**config.mk**
```make
export PLATFORM = sky130hd
export DESIGN_NAME = vend_txn_controller
export DESIGN_NICKNAME = d
export VERILOG_FILES = /design/src/rtl/vend_txn_controller.sv
export SDC_FILE = /design/constraint.sdc
export NUM_CORES = 1
export LEC_CHECK = 0
export BUFFER_PORTS_ARGS = -buffer_cell sky130_fd_sc_hd__buf_4
export CORE_ASPECT_RATIO = 1.25
export CORE_MARGIN = 2
export CORE_UTILIZATION = 45
export DETAILED_ROUTE_END_ITERATION = 10
export PLACE_DENSITY = 0.66
export SLEW_MARGIN = 20
export SYNTH_ARGS = -nofsm -noshare
export SYNTH_HDL_FRONTEND = slang
export SYNTH_SLANG_ARGS = --single-unit
```
**constraint.sdc**
```tcl
create_clock -name clk -period 4.7 [get_ports clk]
set_input_delay 0.94 -clock clk [delete_from_list [all_inputs] [get_ports clk]]
set_output_delay 0.94 -clock clk [all_outputs]
set_load 0.01 [all_outputs]
```
**src/rtl/vend_txn_controller.sv**
```systemverilog
// vend_txn_controller
//   Transaction controller for a multi-item vending unit. Accumulates coin
//   credit, checks selections against fixed prices, then drives one shared
//   dispenser and one 5-cent change hopper over req/ack handshakes. A
//   per-request watchdog raises a sticky fault flag.
//
// Ports
//   clk, reset_n          clock, asynchronous active-low reset
//   coin_in_en, coin_val  coin pulse; coin_val 0 = 5c, 1 = 10c
//   sel_valid, sel_id     selection pulse and item index 0..3
//   cancel                refund-all pulse
//   disp_req/disp_item    dispense request and item, held until disp_ack
//   disp_ack              dispenser done
//   chg_req/chg_ack       eject one 5c coin / coin ejected
//   credit                current credit in cents
//   coin_reject           pulse: coin not credited
//   sel_reject            pulse: selection refused
//   busy                  high in DISPENSE or CHANGE
//   fault                 sticky watchdog fault, cleared only by reset
//   state_dbg             current FSM state (0 IDLE, 1 DISPENSE, 2 CHANGE, 3 HALT)
//
// Handshake: a req is raised by this block and held high until the
// matching ack is sampled high on a clock edge while the req is high; an
// ack seen while its req is low is ignored. Every output is registered.
module vend_txn_controller #(
    parameter int CREDIT_W    = 8,
    parameter int MAX_CREDIT  = 95,
    parameter int PRICE_0     = 15,
    parameter int PRICE_1     = 20,
    parameter int PRICE_2     = 25,
    parameter int PRICE_3     = 50,
    parameter int ACK_TIMEOUT = 255
) (
    input  logic                clk,
    input  logic                reset_n,
    input  logic                coin_in_en,
    input  logic                coin_val,
    input  logic                sel_valid,
    input  logic [1:0]          sel_id,
    input  logic                cancel,
    output logic                disp_req,
    output logic [1:0]          disp_item,
    input  logic                disp_ack,
    output logic                chg_req,
    input  logic                chg_ack,
    output logic [CREDIT_W-1:0] credit,
    output logic                coin_reject,
    output logic                sel_reject,
    output logic                busy,
    output logic                fault,
    output logic [1:0]          state_dbg
);
    localparam int CW1     = CREDIT_W + 1;
    localparam int TIMER_W = $clog2(ACK_TIMEOUT + 2);

    // Credit arithmetic is done one bit wider so sums can never wrap.
    localparam logic [CREDIT_W:0]  NICKEL    = CW1'(5);
    localparam logic [CREDIT_W:0]  DIME      = CW1'(10);
    localparam logic [CREDIT_W:0]  MAX_X     = CW1'(MAX_CREDIT);
    localparam logic [TIMER_W-1:0] TIMER_MAX = TIMER_W'(ACK_TIMEOUT);
    localparam logic [TIMER_W-1:0] TIMER_ONE = TIMER_W'(1);

    typedef enum logic [1:0] {
        S_IDLE     = 2'd0,
        S_DISPENSE = 2'd1,
        S_CHANGE   = 2'd2,
        S_HALT     = 2'd3
    } state_t;

    state_t              state, state_d;
    logic [TIMER_W-1:0]  timer, timer_d;
    logic [CREDIT_W:0]   price_lat, price_d;
    logic [CREDIT_W-1:0] credit_d;
    logic                disp_req_d, chg_req_d, coin_reject_d, sel_reject_d;
    logic                busy_d, fault_d;
    logic [1:0]          disp_item_d;

    logic [CREDIT_W:0]   credit_x, coin_amt, coin_sum, credit_after_coin, sel_price;
    logic                coin_take, sel_ok;
    logic                disp_done, disp_timeout, chg_done, chg_timeout;

    assign state_dbg = state;
    assign credit_x  = {1'b0, credit};
    assign coin_amt  = coin_val ? DIME : NICKEL;
    assign coin_sum  = credit_x + coin_amt;

    always_comb begin
        case (sel_id)
            2'd0:    sel_price = CW1'(PRICE_0);
            2'd1:    sel_price = CW1'(PRICE_1);
            2'd2:    sel_price = CW1'(PRICE_2);
            default: sel_price = CW1'(PRICE_3);
        endcase
    end

    // Coins and selections are only honoured in IDLE without a fault.
    // The price check uses the credit before any same-cycle coin.
    assign coin_take = (state == S_IDLE) && coin_in_en && !fault && (coin_sum <= MAX_X);
    assign credit_after_coin = coin_take ? coin_sum : credit_x;
    assign sel_ok = (state == S_IDLE) && sel_valid && !cancel && !fault &&
                    (credit_x >= sel_price);

    assign disp_done    = (state == S_DISPENSE) && disp_req && disp_ack;
    assign disp_timeout = (state == S_DISPENSE) && disp_req && !disp_ack && (timer == TIMER_MAX);
    assign chg_done     = (state == S_CHANGE) && chg_req && chg_ack;
    assign chg_timeout  = (state == S_CHANGE) && chg_req && !chg_ack && (timer == TIMER_MAX);

    // State register and all registered outputs.
    always_ff @(posedge clk or negedge reset_n) begin
        if (!reset_n) begin
            state       <= S_IDLE;
            credit      <= '0;
            disp_req    <= 1'b0;
            disp_item   <= 2'd0;
            chg_req     <= 1'b0;
            coin_reject <= 1'b0;
            sel_reject  <= 1'b0;
            busy        <= 1'b0;
            fault       <= 1'b0;
            timer       <= '0;
            price_lat   <= '0;
        end else begin
            state       <= state_d;
            credit      <= credit_d;
            disp_req    <= disp_req_d;
            disp_item   <= disp_item_d;
            chg_req     <= chg_req_d;
            coin_reject <= coin_reject_d;
            sel_reject  <= sel_reject_d;
            busy        <= busy_d;
            fault       <= fault_d;
            timer       <= timer_d;
            price_lat   <= price_d;
        end
    end

    // Next-state logic.
    always_comb begin
        state_d = state;
        case (state)
            S_IDLE: begin
                if (cancel) begin
                    if (credit_after_coin != '0) state_d = S_CHANGE;
                end else if (sel_ok) begin
                    state_d = S_DISPENSE;
                end
            end
            S_DISPENSE: begin
                if (disp_done)         state_d = (credit != '0) ? S_CHANGE : S_IDLE;
                else if (disp_timeout) state_d = S_CHANGE;
            end
            S_CHANGE: begin
                if (chg_done && (credit_x == NICKEL)) state_d = S_IDLE;
                else if (chg_timeout)                 state_d = S_HALT;
                else if (!chg_req && (credit == '0))  state_d = S_IDLE;
            end
            default: state_d = S_HALT;
        endcase
    end

    // Next values of the registered outputs and datapath.
    always_comb begin
        credit_d      = credit;
        disp_req_d    = disp_req;
        disp_item_d   = disp_item;
        chg_req_d     = chg_req;
        fault_d       = fault;
        timer_d       = timer;
        price_d       = price_lat;
        coin_reject_d = coin_in_en && !coin_take;
        sel_reject_d  = sel_valid && !sel_ok;
        case (state)
            S_IDLE: begin
                credit_d = CREDIT_W'(credit_after_coin);
                if (cancel) begin
                    if (credit_after_coin != '0) begin
                        chg_req_d = 1'b1;
                        timer_d   = '0;
                    end
                end else if (sel_ok) begin
                    credit_d    = CREDIT_W'(credit_after_coin - sel_price);
                    disp_req_d  = 1'b1;
                    disp_item_d = sel_id;
                    price_d     = sel_price;
                    timer_d     = '0;
                end
            end
            S_DISPENSE: begin
                if (disp_done) begin
                    disp_req_d = 1'b0;
                    if (credit != '0) begin
                        chg_req_d = 1'b1;
                        timer_d   = '0;
                    end
                end else if (disp_timeout) begin
                    // Nothing was dispensed: refund the price and pay it all out.
                    disp_req_d = 1'b0;
                    credit_d   = CREDIT_W'(credit_x + price_lat);
                    fault_d    = 1'b1;
                    chg_req_d  = 1'b1;
                    timer_d    = '0;
                end else if (disp_req) begin
                    timer_d = timer + TIMER_ONE;
                end
            end
            S_CHANGE: begin
                if (chg_done) begin
                    // Drop req for one cycle so every coin is a distinct handshake.
                    credit_d  = CREDIT_W'(credit_x - NICKEL);
                    chg_req_d = 1'b0;
                end else if (chg_timeout) begin
                    chg_req_d = 1'b0;
                    fault_d   = 1'b1;
                end else if (chg_req) begin
                    timer_d = timer + TIMER_ONE;
                end else if (credit != '0) begin
                    chg_req_d = 1'b1;
                    timer_d   = '0;
                end
            end
            default: begin
                disp_req_d = 1'b0;
                chg_req_d  = 1'b0;
            end
        endcase
        busy_d = (state_d == S_DISPENSE) || (state_d == S_CHANGE);
    end

endmodule

```
# After elaboration in Yosys (flattened, before gate mapping)

Index checks and enable logic that the tools add are counted.

Word-level logic and storage cells: 132
Register bits: 33
Input bits: 10

Equal/unequal tests: 23
Multiplexer cells: 49
Bitwise operators: 2
Reductions and logical operators: 40
Add/subtract/negate cells: 5
$lt $le $gt $ge: 2

Operators by type and width:

| kind                  | count |
|---|---|
| $mux W9               | 11 |
| $mux W8               | 5 |
| $pmux W9 S3           | 1 |
| $pmux W8 S3           | 1 |
| $logic_and A1 B1 Y1   | 19 |
| $mux W2               | 9 |
| $ne A2 B2 Y1 const B  | 9 |
| $pmux W6 S3           | 1 |
| $mux W1               | 16 |
| $reduce_and A4 Y1     | 3 |
| $add A8 B4 Y9         | 1 |
| $add A9 B1 Y9 const B | 1 |
| $eq A9 B8 Y1 const B  | 1 |
| $le A9 B7 Y1 const B  | 1 |
| $reduce_bool A9 Y1    | 1 |
| $add A8 B6 Y8         | 1 |
| $eq A8 B3 Y1 const B  | 1 |
| $ge A8 B6 Y1          | 1 |
| $logic_not A8 Y1      | 1 |
| $reduce_bool A8 Y1    | 1 |
| $sub A8 B3 Y8 const B | 1 |
| $sub A8 B6 Y8         | 1 |
| $logic_not A1 Y1      | 7 |
| $eq A2 B1 Y1 const B  | 3 |
| other kinds (17)      | 24 |

# Depth between registers and ports, before layout

Gate-level depths: netlist of run 1.

Depth after elaboration: 11
Mapped depth: 21
Mapped depth without buffers: 20

# Least setup slack after synthesis of run 1

Ideal clock, no wire load.

Path type: input-to-reg
From: in coin_val
To: reg credit[7]
Stages: 20
Library setup time: 0.126 ns
Setup slack: -0.190 ns
Arrival: 4.764 ns
Cells stage by stage: inv_1 ha_1 inv_1 fa_1 nand2b_1 o2bb2ai_1 nor3b_1 o31ai_2 and2_1 buf_6 mux2i_1 ha_1 a21o_1 a21oi_1 nor3_1 nand4_1 o21ai_1 a211oi_4 xnor2_1 a221o_1

Cells in the longest elaborated chain, start to end: 9

RTL lines:

| element                | line | source |
|---|---|---|
| start: declaration     | 37   | `input logic coin_val,` |
| $mux W4 (*)            | 84   | `assign coin_amt = coin_val ? DIME : NICKEL;` |
| $add A8 B4 Y9 (*)      | 85   | `assign coin_sum = credit_x + coin_amt;` |
| $le A9 B7 Y1           | 98   | `assign coin_take = (state == S_IDLE) && coin_in_en && !fault && (coin_sum <= MAX_X);` |
| $logic_and A1 B1 Y1    | 98   |  |
| $mux W9 (*)            | 99   | `assign credit_after_coin = coin_take ? coin_sum : credit_x;` |
| $sub A8 B6 Y8          | 181  | `credit_d = CREDIT_W'(credit_after_coin - sel_price);` |
| $mux W8                | 180  | `end else if (sel_ok) begin` |
| $mux W8 (*)            | 175  | `if (cancel) begin` |
| $pmux W8 S3 (*)        | 172  | `case (state)` |
| end signal: assignment | 124  | `credit <= credit_d;` |
| end: declaration       | 46   | `output logic [CREDIT_W-1:0] credit,` |

Every way passes the cells marked *; elsewhere a longest branch is shown, timed or not.
A chain may end at the register's enable or synchronous reset.

# Worst setup path in the final report of run 1

From: in coin_val
To: reg credit[5]

Same word-level chain as after synthesis.

==> flow_summary_export.csv, run 1 <==
group,metric,value,unit
min_path,hp-start,"disp_item[0]",
synth,ys.warnings.count,0,
clock_network,clock_path_buffers,2,
grt,antenna_found_initial,0,
grt,globalRoute.totalOverflow,0,
detailed_routing,via_per_inst,5.964,
timing,tightest_slew,0.8971,ns
pwr,p_total,588.6,uW
synth,synth_xor_xnor_area_share,2.839,%
synth,synth_edf_count,0,
detailed_routing,dr.pass1.iters,5,
synth,yosys.area_share.simple,22.05,%
setup_path,end_kind,"register",
detailed_routing,ant_nets,0,
status,status,"finished, final reports clean",
timing,rsz0062_at_grt,"no",
timing,hold_violations,0,
pwr,ir_drop,126.4,uV
floorplanning,die_y,101.1,um
timing,fin_worst_skew,0.007123,ns
final_layout,area_growth,17.77,%
floorplanning,design.die.area,0.008256,mm^2
detailed_routing,wl_per_cell,16.64,um
timing,slew_headroom,40.20,%
floorplanning,initial_core_util,46.12,%
synth,syn_area_per_cell,8.296,um^2
detailed_routing,drc,0,
clock_network,numCtsBuffers,5,
synth,ys_types,67,
placed_design,dp_hpwl,6885,um
setup_path,start_kind,"input port",
setup_path,crit_fanout,6,
synth,syn-num-nets,456,
synth,yosys.area_share.adder,14.31,%
pwr,leakagePower,0.001837,uW
min_path,hold_class,"register to register",
synth,synth_seq_area_share,23.60,%
setup_path,worstPathArrival,4.57,ns
grt,track_usage,23.90,%
pwr,power.density,147.3,mW/mm^2
setup_path,setup.worst_path.class,"input port to register",
placed_design,gp_congestion,0.8778,
clock_network,h-tree-depth,2,
timing,finalHoldWorstSlack,0.4883,ns
clock_network,cts_hold_buffers,0,
placed_design,numPortBuffers,27,
setup_path,cp.required,4.87,ns
grt,grt_start_max_net_pins,33,
timing,post-route-period-util,93.48,%
setup_path,cp_cell_sequence,"buf_4 > inv_1 > ha_1 > inv_1 > fa_1 > nand2b_1 > o2bb2ai_1 > nor3b_1 > o31ai_2 > and2_4 > mux2_1 > ha_1 > a21oi_4 > buf_4 > nor3_1 > mux2i_1 > and2_1 > o41ai_1 > o41a_1",
synth,syn_area,0.003393,mm^2
floorplanning,row_count,35,
synth,synth_ff_type,"dfrtp_1",
grt,grt_pass1_wl,15350,um
synth,synth_mux_area_share,3.724,%
setup_path,path_buf_inv,4,
synth,synth_compound_area_share,28.17,%
grt,grt_pass1_vias,3240,
final_layout,n_antenna_cell,0,
floorplanning,die_w,81.67,um
detailed_routing,num_vias,3274,
job,cap_violations,0,
detailed_routing,wl,9138,um
setup_path,cp_slowest_stage_delay,0.37,ns
final_layout,nets,503,
setup_path,crit_start,"coin_val",
timing,timing.final.crit_period,4.393,ns
synth,ys_seq_elements,32,
timing,setup_violations,0,
final_layout,drive_gt1_share,21.44,%
timing,slew_violations,0,
setup_path,r2r_start,"credit[1]",
setup_path,path_delay_family,"compound AO/OA/AOI/OAI gates",
clock_network,clk_latency,0.29,ns
synth,async_reset_ff_share,100.0,%
timing,fmax,227.6,MHz
setup_path,slowest_stage,"o41a_1",
floorplanning,num_io_pins,28,
floorplanning,core,0.007357,mm^2
synth,synthCells,409,
clock_network,clkSinkCount,32,
synth,synth_top_family_by_area,"compound AO/OA/AOI/OAI gates",
detailed_routing,drt_iter0_drc,141,
clock_network,clk_pin_slew,0.07,ns
clock_network,clockRootBuffer,"clkbuf_8",
clock_network,cts_tree,"yes",
[power by group]
group / internal (uW) / leakage [uW] / switching (uW)
registers: 276 / 0.000406 / 0.191
logic: 39.9 / 0.00138 / 46.8
clock network: 117 / 0.0000510 / 109
[cell usage after synthesis, types with 3 or more instances]
master / n / share of area, %
inv_1: 20 / 2.2
a21o_1: 13 / 2.9
a31oi_1: 5 / 0.92
a22o_1: 8 / 2.1
o211ai_1: 6 / 1.3
o41ai_2: 6 / 2.9
nor3_1: 13 / 1.9
buf_2: 3 / 0.44
and3_1: 12 / 2.2
nand3_1: 13 / 1.9
a21oi_1: 17 / 2.5
mux2i_1: 7 / 2.1
and2_1: 3 / 0.55
xor2_1: 6 / 1.5
mux2_2: 3 / 1.0
xnor2_1: 5 / 1.3
clkbuf_1: 14 / 1.5
o21ai_0: 27 / 4.0
nand2b_1: 10 / 1.8
ha_1: 34 / 13
nor2_1: 23 / 2.5
o21ai_1: 10 / 1.5
o311ai_0: 3 / 0.77
or3_1: 4 / 0.74
nor4_1: 3 / 0.55
a22oi_1: 3 / 0.66
dfrtp_1: 32 / 24
a211oi_1: 3 / 0.66
nand2_1: 41 / 4.5
fa_1: 3 / 1.8
nor2b_1: 9 / 1.7
[metrics by stage]
step | setup slack (ns) | utilization (%) | TNS, ns | instances | cell area, um^2
6_report | 0.3066 | 54.32 | 0 | 549 | 3996
5_1_grt | 0.003509 | 54.32 | 0 | 549 | 3996
4_1_cts | 0.1380 | 53.89 | 0 | 547 | 3965
3_5_place_dp | -0.1590 | 52.64 | -0.3646 | 539 | 3872
3_3_place_gp | -0.03574 | 52.64 | -0.05248 | 539 | 3872
2_1_floorplan | -0.01257 | - | -0.01257 | 409 | 3408
[area by class of cell]
| class | instances | area (um^2) |
|---|---|---|
| clock buffer | 6 | 82.58 |
| inverter | 20 | 75.07 |
| clock inverter | 2 | 10.01 |
| timing repair buffer | 62 | 465.4 |
| tap | 92 | 115.1 |
| multi-input combinational | 335 | 2447 |
| sequential | 32 | 800.8 |
| fill | 698 | 3361 |
[cell usage in the layout (no fill, tap or decap), drive strengths merged, types with 9 or more instances in the layout]
master	instances
a21o	13
a21oi	17
and3	12
buf	62
dfrtp	32
ha	34
inv	20
nand2	41
nand2b	10
nand3	13
nor2	23
nor2b	9
nor3	13
o21ai	37
[cell families after synthesis]
logic type                 after synthesis
AOI/OAI and AO/OA                      129
xor gates and xnor gates                11
adders and majority gates               37
buffers and inverters                   42
DFF                                     32
muxes                                   12
and+or+nand+nor                        146
[tightest hold or removal path: cells and delay by family, from the launching register on]
family	cells	cell delay [ns]
compound gates	1	0.06
flops	1	0.35
simple gates	1	0.05
[repair_timing]
action,4_1_cts,5_1_grt
gates resized for setup,0,5
endpoints found under the setup margin,0,4
buffers inserted,0,2
[path summary, 6_finish.rpt]
check | end | depth (start not counted) | slack, ns
hold reg to reg | disp_item[0] | 2 | 0.49
min in group asynchronous | coin_reject | 1 | 0.58
max in group asynchronous | disp_item[0] | 1 | 3.80
setup / recovery | credit[5] | 19 | 0.31
hold / removal | disp_item[0] | 2 | 0.49
setup reg to reg | credit[5] | 16 | 0.52
[per-layer routing]
metal	wire, um	vias up	share of wire (%)	global-route usage, %
met5	0	-	0	0
met4	255	0	2.8	8.718
li1	-	1605	-	-
met2	4739	81	52	43.25
met3	330	22	3.6	3.047
met1	3813	1566	42	28.40
[flip-flops by register name, summed over array words and instances (netlist names)]
signal	count
disp_item	2
coin_reject	1
fault	1
state_dbg	2
chg_req	1
price_lat	5
sel_reject	1
busy	1
credit	8
disp_req	1
timer	9
Power figures use the tool's default switching activity.
==> inputs of run 2 (changes only) <==
--- a/config.mk
+++ b/config.mk
@@ -8,9 +8,9 @@
 export BUFFER_PORTS_ARGS = -buffer_cell sky130_fd_sc_hd__buf_4
 export CORE_ASPECT_RATIO = 1.25
 export CORE_MARGIN = 2
-export CORE_UTILIZATION = 45
+export CORE_UTILIZATION = 61
 export DETAILED_ROUTE_END_ITERATION = 10
-export PLACE_DENSITY = 0.66
+export PLACE_DENSITY = 0.84
 export SLEW_MARGIN = 20
 export SYNTH_ARGS = -nofsm -noshare
 export SYNTH_HDL_FRONTEND = slang
==> flow_summary_export.csv, run 2 (synthesis results as in run 1) <==
group,metric,value,unit
clock_network,clk_latency,0.29,ns
placed_design,dp_hpwl,6533,um
detailed_routing,via_per_inst,6.549,
grt,grt_pass1_vias,3301,
detailed_routing,num_vias,3353,
final_layout,multi_input_area,0.002446,mm^2
min_path,hp-start,"disp_item[0]",
floorplanning,initial_core_util,62.78,%
clock_network,cts_hold_buffers,0,
setup_path,r2r_cells,19,
floorplanning,row_count,30,
grt,grt_pass1_wl,15520,um
final_layout,area_growth,15.15,%
final_layout,fin_area,0.003908,mm^2
timing,tightest_slew,0.9214,ns
final_layout,top_register,"timer",
timing,setup_violations,0,
final_layout,top_regs,"timer: 9 flops, credit: 8 flops, price_lat: 5 flops",
timing,timing.final.crit_period,4.468,ns
floorplanning,num_io_pins,28,
placed_design,place_area,0.003777,mm^2
clock_network,clkSinkCount,32,
timing,slew_headroom,38.58,%
grt,grt_start_max_net_pins,33,
clock_network,numCtsBuffers,5,
clock_network,cts_tree,"yes",
final_layout,final_common_cell,"buf_4",
setup_path,timing.rr.end,"credit[6]",
grt,antenna_found_initial,0,
setup_path,end_kind,"register",
final_layout,largest_register_ffs,9,
floorplanning,die_w,70.71,um
setup_path,r2r_start,"credit[1]",
job,cap_violations,0,
setup_path,crit_fanout,5,
grt,track_usage,31.35,%
grt,globalRoute.totalOverflow,0,
detailed_routing,dr.pass1.iters,6,
pwr,leakagePower,0.001798,uW
clock_network,clock_path_buffers,2,
final_layout,final_cell_mix,"buf_4 (53), nand2_1 (41), ha_1 (33), dfrtp_1 (32), o21ai_0 (26)",
clock_network,clockRootBuffer,"clkbuf_8",
final_layout,drive_gt1_share,19.64,%
detailed_routing,drc,0,
timing,post-route-period-util,95.06,%
timing,slew_violations,0,
detailed_routing,wl,9069,um
timing,fmax,223.8,MHz
pwr,ir_drop,172.3,uV
final_layout,nets,494,
setup_path,setup.worst_path.class,"input port to register",
detailed_routing,drt_iter0_drc,223,
min_path,hold_class,"register to register",
clock_network,h-tree-depth,2,
pwr,power.density,160.5,mW/mm^2
pwr,p_total,627.3,uW
timing,fin_worst_skew,0.01064,ns
setup_path,start_kind,"input port",
setup_path,ff2ff_setup_slack,0.46,ns
placed_design,numPortBuffers,27,
floorplanning,design.die.area,0.006179,mm^2
clock_network,clk_pin_slew,0.07,ns
min_path,holdPathEnd,"disp_item[0]",
timing,hold_violations,0,
setup_path,cp.required,4.92,ns
detailed_routing,wl_per_cell,17.71,um
final_layout,n_antenna_cell,0,
min_path,min_delay_path_depth,2,
setup_path,worstPathArrival,4.68,ns
final_layout,register_area,800.8,um^2
detailed_routing,ant_nets,0,
floorplanning,die_y,87.39,um
status,status,"finished, final reports clean",
floorplanning,core,0.005405,mm^2
final_layout,fill_cells,437,
placed_design,gp_congestion,0.9457,
[run 2: cell count changes in the layout (fill, tap and decap cells not counted), sizes merged]
cell	delta
clkinv	-1
buf	-9
bufinv	+1
[run 2: final cells by class]
cell class                      count  area share (%)
Clock inverter                      2          0.8966
Multi-Input combinational cell    335           62.60
Sequential cell                    32           20.49
Clock buffer                        6           1.857
Timing Repair Buffer               53           10.18
Inverter                           20           1.921
Tap cell                           64           2.049
[run 2: metal layers]
layer	part of all wire (%)	up-vias	GRT usage [%]	wire, um
met2	52	108	55.90	4693
met3	4.0	39	5.440	364
li1	-	1577	-	-
met5	0	-	0	0
met1	40	1629	35.43	3584
met4	4.7	0	16.81	427
[run 2: metrics by stage]
stage / worst slack (ns) / hold WS, ns / utilization [%] / std cells / setup TNS (ns)
2_1_floorplan: -0.01257 / 0.4538 / - / 409 / -0.01257
3_3_place_gp: -0.005208 / 0.4633 / 69.88 / 503 / -0.005208
3_5_place_dp: -0.1156 / 0.4739 / 69.88 / 503 / -0.2766
4_1_cts: 0.1525 / 0.4893 / 71.88 / 511 / 0
5_1_grt: -0.03359 / 0.5336 / 72.29 / 512 / -0.06708
6_report: 0.2322 / 0.4854 / 72.29 / 512 / 0
[run 2: how the worst max path moves through the flow]
| stage | start | cells past startpoint | slack (ns) | end |
|---|---|---|---|---|
| 2_1_floorplan | coin_val | 18 | -0.01 | credit[7] |
| 3_3_place_gp | coin_val | 20 | -0.005 | credit[5] |
| 3_5_place_dp | coin_val | 21 | -0.12 | credit[6] |
| 4_1_cts | coin_val | 21 | 0.15 | credit[6] |
| 5_1_grt | coin_val | 22 | -0.03 | credit[4] |
| 6_report | coin_val | 22 | 0.23 | credit[6] |
[run 2: critical path, stage by stage]
cell	delay [ns]
buf_4	0.12
inv_1	0.06
ha_1	0.16
inv_1	0.05
fa_1	0.36
nand2b_1	0.15
o2bb2ai_1	0.13
buf_4	0.16
nor3_1	0.25
a22oi_1	0.12
and2_2	0.26
mux2i_1	0.21
ha_1	0.18
inv_1	0.06
fa_1	0.40
a21o_1	0.17
a21oi_1	0.18
o21bai_1	0.10
a211oi_2	0.21
xor2_1	0.17
mux2i_1	0.08
o21ai_1	0.15
[run 2: repair_timing]
action                     4_1_cts  5_1_grt
buffers inserted                 0        1
setup endpoints to repair        0        3
gates resized for setup          0        5
[run 2: report_power, final]
group	switching, uW	internal [uW]
combinational	46.8	38.1
clock	109	157
sequential	0.227	276
total	156	472
